--- src/rtl/BasicTypes.sv ---
// -----------------------------------------------------------------------------
// BasicTypes: shared types and constants for the UART transmit path.
//   UART_CLKS_PER_BIT : default number of clock cycles per serial bit.
//   UartTxState       : serializer state encoding (IDLE, START, DATA, STOP).
// -----------------------------------------------------------------------------
package BasicTypes;

    localparam int UART_CLKS_PER_BIT = 868;

    typedef enum logic [1:0] {
        IDLE  = 2'd0,
        START = 2'd1,
        DATA  = 2'd2,
        STOP  = 2'd3
    } UartTxState;

endpackage

--- src/rtl/uart_tx_fifo.sv ---
// -----------------------------------------------------------------------------
// uart_tx_fifo: byte FIFO that buffers bytes waiting for the serializer.
//   clk   in   clock, rising edge
//   rst   in   synchronous active-high reset, empties the FIFO
//   push  in   write din at this edge (ignored while full)
//   pop   in   drop the head entry at this edge (ignored while empty)
//   din   in   byte to write
//   dout  out  current head entry (valid while empty=0)
//   count out  number of stored entries, 0..DEPTH
//   full  out  count == DEPTH
//   empty out  count == 0
// DEPTH must be a power of two so the pointers wrap by natural overflow.
// -----------------------------------------------------------------------------
module uart_tx_fifo #(
    parameter int DEPTH = 16
) (
    input  logic                     clk,
    input  logic                     rst,
    input  logic                     push,
    input  logic                     pop,
    input  logic [7:0]               din,
    output logic [7:0]               dout,
    output logic [$clog2(DEPTH):0]   count,
    output logic                     full,
    output logic                     empty
);

    localparam int AW = $clog2(DEPTH);
    localparam int CW = AW + 1;

    logic [AW-1:0] wr_ptr_q, wr_ptr_d;
    logic [AW-1:0] rd_ptr_q, rd_ptr_d;
    logic [CW-1:0] count_q, count_d;
    logic [7:0]    mem_q [DEPTH];
    logic          push_ok;
    logic          pop_ok;

    assign full    = (count_q == CW'(DEPTH));
    assign empty   = (count_q == {CW{1'b0}});
    assign count   = count_q;
    assign dout    = mem_q[rd_ptr_q];

    // A push while full is dropped even when a pop happens in the same cycle.
    assign push_ok = push & ~full;
    assign pop_ok  = pop & ~empty;

    // Next-state for pointers and occupancy.
    always_comb begin
        wr_ptr_d = wr_ptr_q;
        rd_ptr_d = rd_ptr_q;
        count_d  = count_q;
        if (push_ok) begin
            wr_ptr_d = wr_ptr_q + AW'(1);
        end else begin
            wr_ptr_d = wr_ptr_q;
        end
        if (pop_ok) begin
            rd_ptr_d = rd_ptr_q + AW'(1);
        end else begin
            rd_ptr_d = rd_ptr_q;
        end
        case ({push_ok, pop_ok})
            2'b10:   count_d = count_q + CW'(1);
            2'b01:   count_d = count_q - CW'(1);
            default: count_d = count_q;
        endcase
    end

    // Pointer and occupancy registers.
    always_ff @(posedge clk) begin
        if (rst) begin
            wr_ptr_q <= {AW{1'b0}};
            rd_ptr_q <= {AW{1'b0}};
            count_q  <= {CW{1'b0}};
        end else begin
            wr_ptr_q <= wr_ptr_d;
            rd_ptr_q <= rd_ptr_d;
            count_q  <= count_d;
        end
    end

    // Storage array; contents need no reset because the pointers define validity.
    always_ff @(posedge clk) begin
        if (push_ok && !rst) begin
            mem_q[wr_ptr_q] <= din;
        end
    end

endmodule

--- src/rtl/uart_tx.sv ---
// -----------------------------------------------------------------------------
// uart_tx: buffered 8N1 UART transmitter.
//   clk      in   clock, rising edge
//   rst      in   synchronous active-high reset; aborts any frame, flushes FIFO
//   uart     in   byte to send, sampled when uart_we=1
//   uart_we  in   one-cycle write strobe
//   tx       out  serial line (registered, idle high)
//   busy     out  FIFO non-empty or a frame in flight
//   full     out  FIFO holds FIFO_DEPTH bytes
//   overflow out  sticky: a write was dropped because the FIFO was full
// A frame is start(0), 8 data bits LSB first, stop(1), each CLKS_PER_BIT cycles.
// Back-to-back frames leave STOP straight into START with no idle cycle.
// -----------------------------------------------------------------------------
module uart_tx
    import BasicTypes::*;
#(
    parameter int CLKS_PER_BIT = UART_CLKS_PER_BIT,
    parameter int FIFO_DEPTH   = 16
) (
    input  logic       clk,
    input  logic       rst,
    input  logic [7:0] uart,
    input  logic       uart_we,
    output logic       tx,
    output logic       busy,
    output logic       full,
    output logic       overflow
);

    localparam int BW = $clog2(CLKS_PER_BIT);
    localparam int CW = $clog2(FIFO_DEPTH) + 1;
    localparam logic [BW-1:0] BAUD_LAST = BW'(CLKS_PER_BIT - 1);

    UartTxState    state_q, state_d;
    logic [BW-1:0] baud_q, baud_d;
    logic [2:0]    bit_q, bit_d;
    logic [7:0]    shift_q, shift_d;
    logic          tx_q, tx_d;
    logic          overflow_q, overflow_d;

    logic          fifo_pop;
    logic [7:0]    fifo_data;
    logic [CW-1:0] fifo_count;
    logic          fifo_full;
    logic          fifo_empty;

    uart_tx_fifo #(
        .DEPTH (FIFO_DEPTH)
    ) u_fifo (
        .clk   (clk),
        .rst   (rst),
        .push  (uart_we),
        .pop   (fifo_pop),
        .din   (uart),
        .dout  (fifo_data),
        .count (fifo_count),
        .full  (fifo_full),
        .empty (fifo_empty)
    );

    assign tx       = tx_q;
    assign full     = fifo_full;
    assign overflow = overflow_q;
    assign busy     = (state_q != IDLE) | (fifo_count != {CW{1'b0}});

    // Serializer next-state: baud timing, bit sequencing, FIFO pop and line level.
    always_comb begin
        state_d    = state_q;
        baud_d     = baud_q + BW'(1);
        bit_d      = bit_q;
        shift_d    = shift_q;
        tx_d       = tx_q;
        fifo_pop   = 1'b0;
        overflow_d = overflow_q | (uart_we & fifo_full);

        case (state_q)
            IDLE: begin
                baud_d = {BW{1'b0}};
                tx_d   = 1'b1;
                if (!fifo_empty) begin
                    fifo_pop = 1'b1;
                    shift_d  = fifo_data;
                    bit_d    = 3'd0;
                    state_d  = START;
                    tx_d     = 1'b0;
                end else begin
                    state_d  = IDLE;
                end
            end
            START: begin
                if (baud_q == BAUD_LAST) begin
                    baud_d  = {BW{1'b0}};
                    state_d = DATA;
                    tx_d    = shift_q[0];
                end else begin
                    tx_d    = 1'b0;
                end
            end
            DATA: begin
                if (baud_q == BAUD_LAST) begin
                    baud_d = {BW{1'b0}};
                    if (bit_q == 3'd7) begin
                        state_d = STOP;
                        tx_d    = 1'b1;
                    end else begin
                        // Shift right so the next data bit is always at shift_q[0].
                        bit_d   = bit_q + 3'd1;
                        shift_d = {1'b0, shift_q[7:1]};
                        tx_d    = shift_q[1];
                    end
                end else begin
                    tx_d = shift_q[0];
                end
            end
            STOP: begin
                if (baud_q == BAUD_LAST) begin
                    baud_d = {BW{1'b0}};
                    if (!fifo_empty) begin
                        // Chain straight into the next start bit.
                        fifo_pop = 1'b1;
                        shift_d  = fifo_data;
                        bit_d    = 3'd0;
                        state_d  = START;
                        tx_d     = 1'b0;
                    end else begin
                        state_d  = IDLE;
                        tx_d     = 1'b1;
                    end
                end else begin
                    tx_d = 1'b1;
                end
            end
            default: begin
                state_d = IDLE;
                baud_d  = {BW{1'b0}};
                bit_d   = 3'd0;
                tx_d    = 1'b1;
            end
        endcase
    end

    // Serializer state, counters, shift register, line and sticky overflow flag.
    always_ff @(posedge clk) begin
        if (rst) begin
            state_q    <= IDLE;
            baud_q     <= {BW{1'b0}};
            bit_q      <= 3'd0;
            shift_q    <= 8'h00;
            tx_q       <= 1'b1;
            overflow_q <= 1'b0;
        end else begin
            state_q    <= state_d;
            baud_q     <= baud_d;
            bit_q      <= bit_d;
            shift_q    <= shift_d;
            tx_q       <= tx_d;
            overflow_q <= overflow_d;
        end
    end

endmodule

--- config.mk ---
export PLATFORM = sky130hd
export DESIGN_NAME = uart_tx
export DESIGN_NICKNAME = d
export VERILOG_FILES = /design/src/rtl/BasicTypes.sv /design/src/rtl/uart_tx_fifo.sv /design/src/rtl/uart_tx.sv
export SDC_FILE = /design/constraint.sdc
export NUM_CORES = 1
export LEC_CHECK = 0
export CELL_PAD_IN_SITES_DETAIL_PLACEMENT = 0
export CELL_PAD_IN_SITES_GLOBAL_PLACEMENT = 2
export CORE_ASPECT_RATIO = 1.75
export CORE_MARGIN = 1
export CORE_UTILIZATION = 35
export DETAILED_ROUTE_END_ITERATION = 6
export PLACE_DENSITY = 0.77
export SLEW_MARGIN = 10
export SYNTH_ARGS = -nofsm -noshare
export SYNTH_HDL_FRONTEND = slang
export SYNTH_HIERARCHICAL = 1
export SYNTH_SLANG_ARGS = --single-unit
--- constraint.sdc ---
create_clock -name clk -period 3.2 [get_ports clk]
set_clock_uncertainty 0.1 [all_clocks]
set_input_delay 0.96 -clock clk [delete_from_list [all_inputs] [get_ports clk]]
set_output_delay 0.96 -clock clk [all_outputs]
set_load 0.02 [all_outputs]
==> run_results.csv <==
group,metric,value,unit
synthesis,combinational_family_with_the_most_area_after_synthesis,"multiplexers",
status,status,"finished, final reports clean",
sta,worst_slew_margin_rel,50.9,%
synthesis,post_synthesis_compound_gate_area_fraction,6.44,%
routing,detailedRoute.firstPassIterationCount,4,
routing,drt_wl_total,13.6,mm
sta,hold_ws,0.376,ns
routing,routed_length_per_instance,17.8,um
synthesis,yosys_most_used_dff,"sky130_fd_sc_hd__edfxtp_1",
worst_setup_path,arrival,3.36,ns
worst_setup_path,crit_type,"flop to flop",
synthesis,synth_simple_gate_area_share,7.82,%
grt,grt_start_max_net_pins,33,
clocking,clk_transition_reported_paths,0.06,ns
grt,grt_pass1_vias,4172,
die,die-width,109,um
worst_setup_path,regToRegSetupSlack,0.05,ns
finish,finish.net_count,538,
finish,share_of_final_layout_standard_cells_stronger_than_drive_strength_1,23.9,%
placement,place_congestion,0.709,
synthesis,synth_cells,455,
routing,drc_errors,0,
routing,post_drt_via_cell_ratio,5.13,
die,dieArea,20800,sq um
clocking,clk_latency,0.43,ns
worst_setup_path,cp_top_family,"simple AND/OR/NAND/NOR gates",
worst_setup_path,worstReg2RegEnd,"u_fifo/count[4]$_SDFFE_PP0P_",
power_and_ir_drop,static-leakage-power,2.89,nW
power_and_ir_drop,totalPowerFinal,0.00627,W
sta,worst_pin_slew,0.735,ns
die,num_rows,68,
worst_setup_path,worstSetupStartpointType,"flop",
clocking,clock_buffer_depth,2,
finish,post_layout_nonfiller_instances,767,
grt,antenna_found_initial,0,
synthesis,async_reset_ff_share,0,%
synthesis,synth_enable_flop_cells,128,
hold_path,timing.hold.worst.class,"flop to flop",
clocking,cts_root_buffer,"sky130_fd_sc_hd__clkbuf_16",
synthesis,netlist-cell-type-count,52,
worst_setup_path,worst_path_max_delay_cell,"sky130_fd_sc_hd__or3b_4",
clocking,cts_max_level,4,
placement,post_detailed_placement_half_perimeter_wirelength,9.59,mm
die,coreArea,19700,sq um
die,initial_utilization,35.8,%
hold_path,worst_hold_path.endpoint,"overflow$_SDFF_PP0_",
synthesis,yosysWarningCount,6,
synthesis,postSynthNetCount,484,
die,height_of_the_die,190,um
worst_setup_path,required,3.42,ns
synthesis,mappedNetlistArea,7080,sq um
grt,grt_first_pass_wirelength,22.0,mm
finish,diodes,0,
sta,post-route-worst-setup-slack,0.0521,ns
placement,buffer_ports.inserted,14,
grt,global_route.usage.total,14.5,%
routing,num_vias,3936,
placement,place.detailed.instances,730,
worst_setup_path,worst-path-max-fanout,3,
clocking,cts_num_sinks,170,
clocking,numCtsBuffers,17,
hold_path,worstHoldStart,"overflow$_SDFF_PP0_",
worst_setup_path,ff2ff_path_depth,15,
sta,timing_hold_violations_final,0,
routing,first_iter_violations,155,
worst_setup_path,critical_path.cell_chain,"ha_4 > or3b_4 > nor3_4 > a21oi_2 > nor3_2 > buf_4 > o21ai_4 > inv_2 > ha_4 > inv_2 > fa_2 > nand2b_4 > a21oi_4 > mux2i_1 > mux2_2",
routing,detail_route_antenna_nets,0,
hold_path,whs_path_depth,2,
worst_setup_path,endpoint_kind,"flop",
worst_setup_path,r2r_start,"baud_q[0]$_SDFF_PP0_",
grt,globalRoute.totalOverflow,0,
sta,drv_slew,0,
synthesis,yosys-mux-area-fraction,11.9,%
clocking,cts_tree,"yes",
sta,setup_viol_count_final,0,
power_and_ir_drop,cell_area_power_density,747,nW/um^2
placement,place_worst_setup_slack,-0.158,ns
synthesis,post_synth.cell_area_avg,15.6,sq um
sta,setup_repair_after_global_routing_missed_its_margin,"true",
synthesis,yosys_register_bits,170,
sta,final_period_minus_worst_setup_slack,3.15,ns
synthesis,post_synth_fa_ha_maj_area_fraction,3.29,%
worst_setup_path,cp_slowest_stage_delay,0.39,ns
die,ioPinCount,15,
worst_setup_path,cp.buffers_inverters,3,
synthesis,synth-seq-area-share,66.2,%
job,max_cap_violations,0,
sta,period_share,98.4,%
power_and_ir_drop,power.ir.vdd_worst,0.678,mV
finish,area_delta_synth_final,18.7,%
sta,max_freq,0.318,GHz
synthesis,yosys.area_share.xor_xnor,1.98,%
[registers in the layout, indices dropped and copies added, names as in the netlist, named ones only]
signal / cells
shift_q: 8
u_fifo/count: 5
u_fifo/mem_q: 128
u_fifo/wr_ptr_q: 4
overflow: 1
baud_q: 10
tx: 1
bit_q: 3
state_q: 2
u_fifo/rd_ptr_q: 4
[cell type report]
| class | count | area, sq um |
|---|---|---|
| tap | 245 | 307 |
| sequential | 170 | 4690 |
| clock buffer | 18 | 429 |
| clock inverter | 14 | 186 |
| fill | 1775 | 11300 |
| multi-input combinational | 251 | 2280 |
| timing repair buffer | 56 | 454 |
| inverter | 13 | 48.8 |
[placed cells by master, fill, tap and decap left out, types with 3 or more instances in the layout]
| master | count |
|---|---|
| sky130_fd_sc_hd__clkinv_4 | 3 |
| sky130_fd_sc_hd__clkdlybuf4s50_1 | 13 |
| sky130_fd_sc_hd__dfxtp_1 | 39 |
| sky130_fd_sc_hd__edfxtp_1 | 128 |
| sky130_fd_sc_hd__inv_6 | 5 |
| sky130_fd_sc_hd__ha_1 | 15 |
| sky130_fd_sc_hd__mux4_2 | 32 |
| sky130_fd_sc_hd__nor2_1 | 39 |
| sky130_fd_sc_hd__xnor2_1 | 8 |
| sky130_fd_sc_hd__a22oi_1 | 16 |
| sky130_fd_sc_hd__clkbuf_16 | 17 |
| sky130_fd_sc_hd__a311oi_1 | 7 |
| sky130_fd_sc_hd__inv_1 | 11 |
| sky130_fd_sc_hd__nor4_1 | 4 |
| sky130_fd_sc_hd__mux2i_1 | 11 |
| sky130_fd_sc_hd__buf_4 | 42 |
| sky130_fd_sc_hd__dfxtp_2 | 3 |
| sky130_fd_sc_hd__nand4_1 | 3 |
| sky130_fd_sc_hd__and3_1 | 18 |
| sky130_fd_sc_hd__bufinv_16 | 3 |
| sky130_fd_sc_hd__xor2_1 | 8 |
| sky130_fd_sc_hd__a21oi_1 | 17 |
| sky130_fd_sc_hd__o211ai_1 | 3 |
| sky130_fd_sc_hd__nor2b_1 | 4 |
| sky130_fd_sc_hd__nand2_1 | 22 |
| sky130_fd_sc_hd__o21ai_0 | 8 |
| sky130_fd_sc_hd__nand3_1 | 3 |
[worst max path at each step]
stage	start	to	slack, ns	cells past startpoint
after global placement	uart_we	u_fifo/count[4]$_SDFFE_PP0P_	-0.06	10
final	baud_q[0]$_SDFF_PP0_	u_fifo/count[4]$_SDFFE_PP0P_	0.05	15
after global routing	baud_q[0]$_SDFF_PP0_	u_fifo/count[4]$_SDFFE_PP0P_	-0.08	15
after CTS	baud_q[1]$_SDFF_PP0_	u_fifo/count[4]$_SDFFE_PP0P_	0.007	15
after detailed placement	uart_we	u_fifo/count[4]$_SDFFE_PP0P_	-0.16	10
after floorplan	baud_q[0]$_SDFF_PP0_	u_fifo/count[4]$_SDFFE_PP0P_	-0.08	14
[routing by layer]
layer	GRT usage (%)	wire length, um	share of wire, %	vias to the layer above
met1	14.7	5070	37	1971
met5	0	0	0	-
met4	7.49	415	3.0	0
met2	26.9	7800	57	72
met3	3.36	337	2.5	27
li1	-	-	-	1866
[what timing repair did]
action | CTS | global route
hold endpoints to repair | 0 | 0
buffers inserted | 2 | 3
hold buffers | 0 | 0
resized for setup | 1 | 2
pin swaps | 2 | 4
endpoints found under the setup margin | 2 | 1
[report_power, final]
group / total, W / switching (W) / leakage (nW) / internal (W)
Clock: 0.00212 / 0.000869 / 0.303 / 0.00125
Sequential: 0.00261 / 0.000126 / 1.50 / 0.00249
Combinational: 0.00154 / 0.000793 / 1.09 / 0.000750
[Yosys cell counts, types with 2 or more instances]
library cell | count | area share (%)
sky130_fd_sc_hd__xnor2_1 | 8 | 0.99
sky130_fd_sc_hd__nor2_1 | 39 | 2.1
sky130_fd_sc_hd__nand4b_1 | 2 | 0.25
sky130_fd_sc_hd__buf_1 | 5 | 0.27
sky130_fd_sc_hd__mux2i_1 | 11 | 1.6
sky130_fd_sc_hd__buf_2 | 5 | 0.35
sky130_fd_sc_hd__nor3_1 | 3 | 0.21
sky130_fd_sc_hd__edfxtp_1 | 128 | 54
sky130_fd_sc_hd__a22oi_1 | 16 | 1.7
sky130_fd_sc_hd__nand2_1 | 22 | 1.2
sky130_fd_sc_hd__nor2b_1 | 4 | 0.35
sky130_fd_sc_hd__xor2_1 | 8 | 0.99
sky130_fd_sc_hd__and3_1 | 18 | 1.6
sky130_fd_sc_hd__inv_1 | 13 | 0.69
sky130_fd_sc_hd__nand3_1 | 3 | 0.21
sky130_fd_sc_hd__clkbuf_1 | 5 | 0.27
sky130_fd_sc_hd__or3_1 | 2 | 0.18
sky130_fd_sc_hd__buf_4 | 2 | 0.21
sky130_fd_sc_hd__o21ai_0 | 8 | 0.57
sky130_fd_sc_hd__nor4_1 | 4 | 0.35
sky130_fd_sc_hd__o211ai_1 | 3 | 0.32
sky130_fd_sc_hd__buf_6 | 2 | 0.32
sky130_fd_sc_hd__ha_1 | 17 | 3.0
sky130_fd_sc_hd__dfxtp_1 | 42 | 12
sky130_fd_sc_hd__mux4_2 | 32 | 10
sky130_fd_sc_hd__a311oi_1 | 7 | 0.87
sky130_fd_sc_hd__nand4_1 | 3 | 0.27
sky130_fd_sc_hd__a21oi_1 | 19 | 1.3
[logic make-up (layout without fill, tap and decap cells)]
group,Yosys count,in the layout
flip-flops,170,170
AND/OR/NAND/NOR,110,110
AO/OA/AOI/OAI,63,63
multiplexers,44,44
buffers and inverters,34,101
adder cells (fa/ha/maj),18,18
XOR/XNOR,16,16
[stage by stage]
step	cell area (sq um)	setup TNS, ns	util [%]
2_1_floorplan	7130	-0.0784	-
3_3_place_gp	7740	-0.0617	39.2
3_5_place_dp	7740	-0.189	39.2
4_1_cts	8370	0	42.4
5_1_grt	8400	-0.0756	42.5
6_report	8400	0	42.5
[worst register-to-register path: stages (launching register included)]
cell and delay [ns]:
sky130_fd_sc_hd__dfxtp_2 0.35, sky130_fd_sc_hd__ha_4 0.14, sky130_fd_sc_hd__or3b_4 0.39, sky130_fd_sc_hd__nor3_4 0.23, sky130_fd_sc_hd__a21oi_2 0.08, sky130_fd_sc_hd__nor3_2 0.10, sky130_fd_sc_hd__buf_4 0.15, sky130_fd_sc_hd__o21ai_4 0.06
sky130_fd_sc_hd__inv_2 0.07, sky130_fd_sc_hd__ha_4 0.13, sky130_fd_sc_hd__inv_2 0.04, sky130_fd_sc_hd__fa_2 0.35, sky130_fd_sc_hd__nand2b_4 0.16, sky130_fd_sc_hd__a21oi_4 0.12, sky130_fd_sc_hd__mux2i_1 0.21, sky130_fd_sc_hd__mux2_2 0.36
Note: power is estimated with default switching activity, not from simulation.
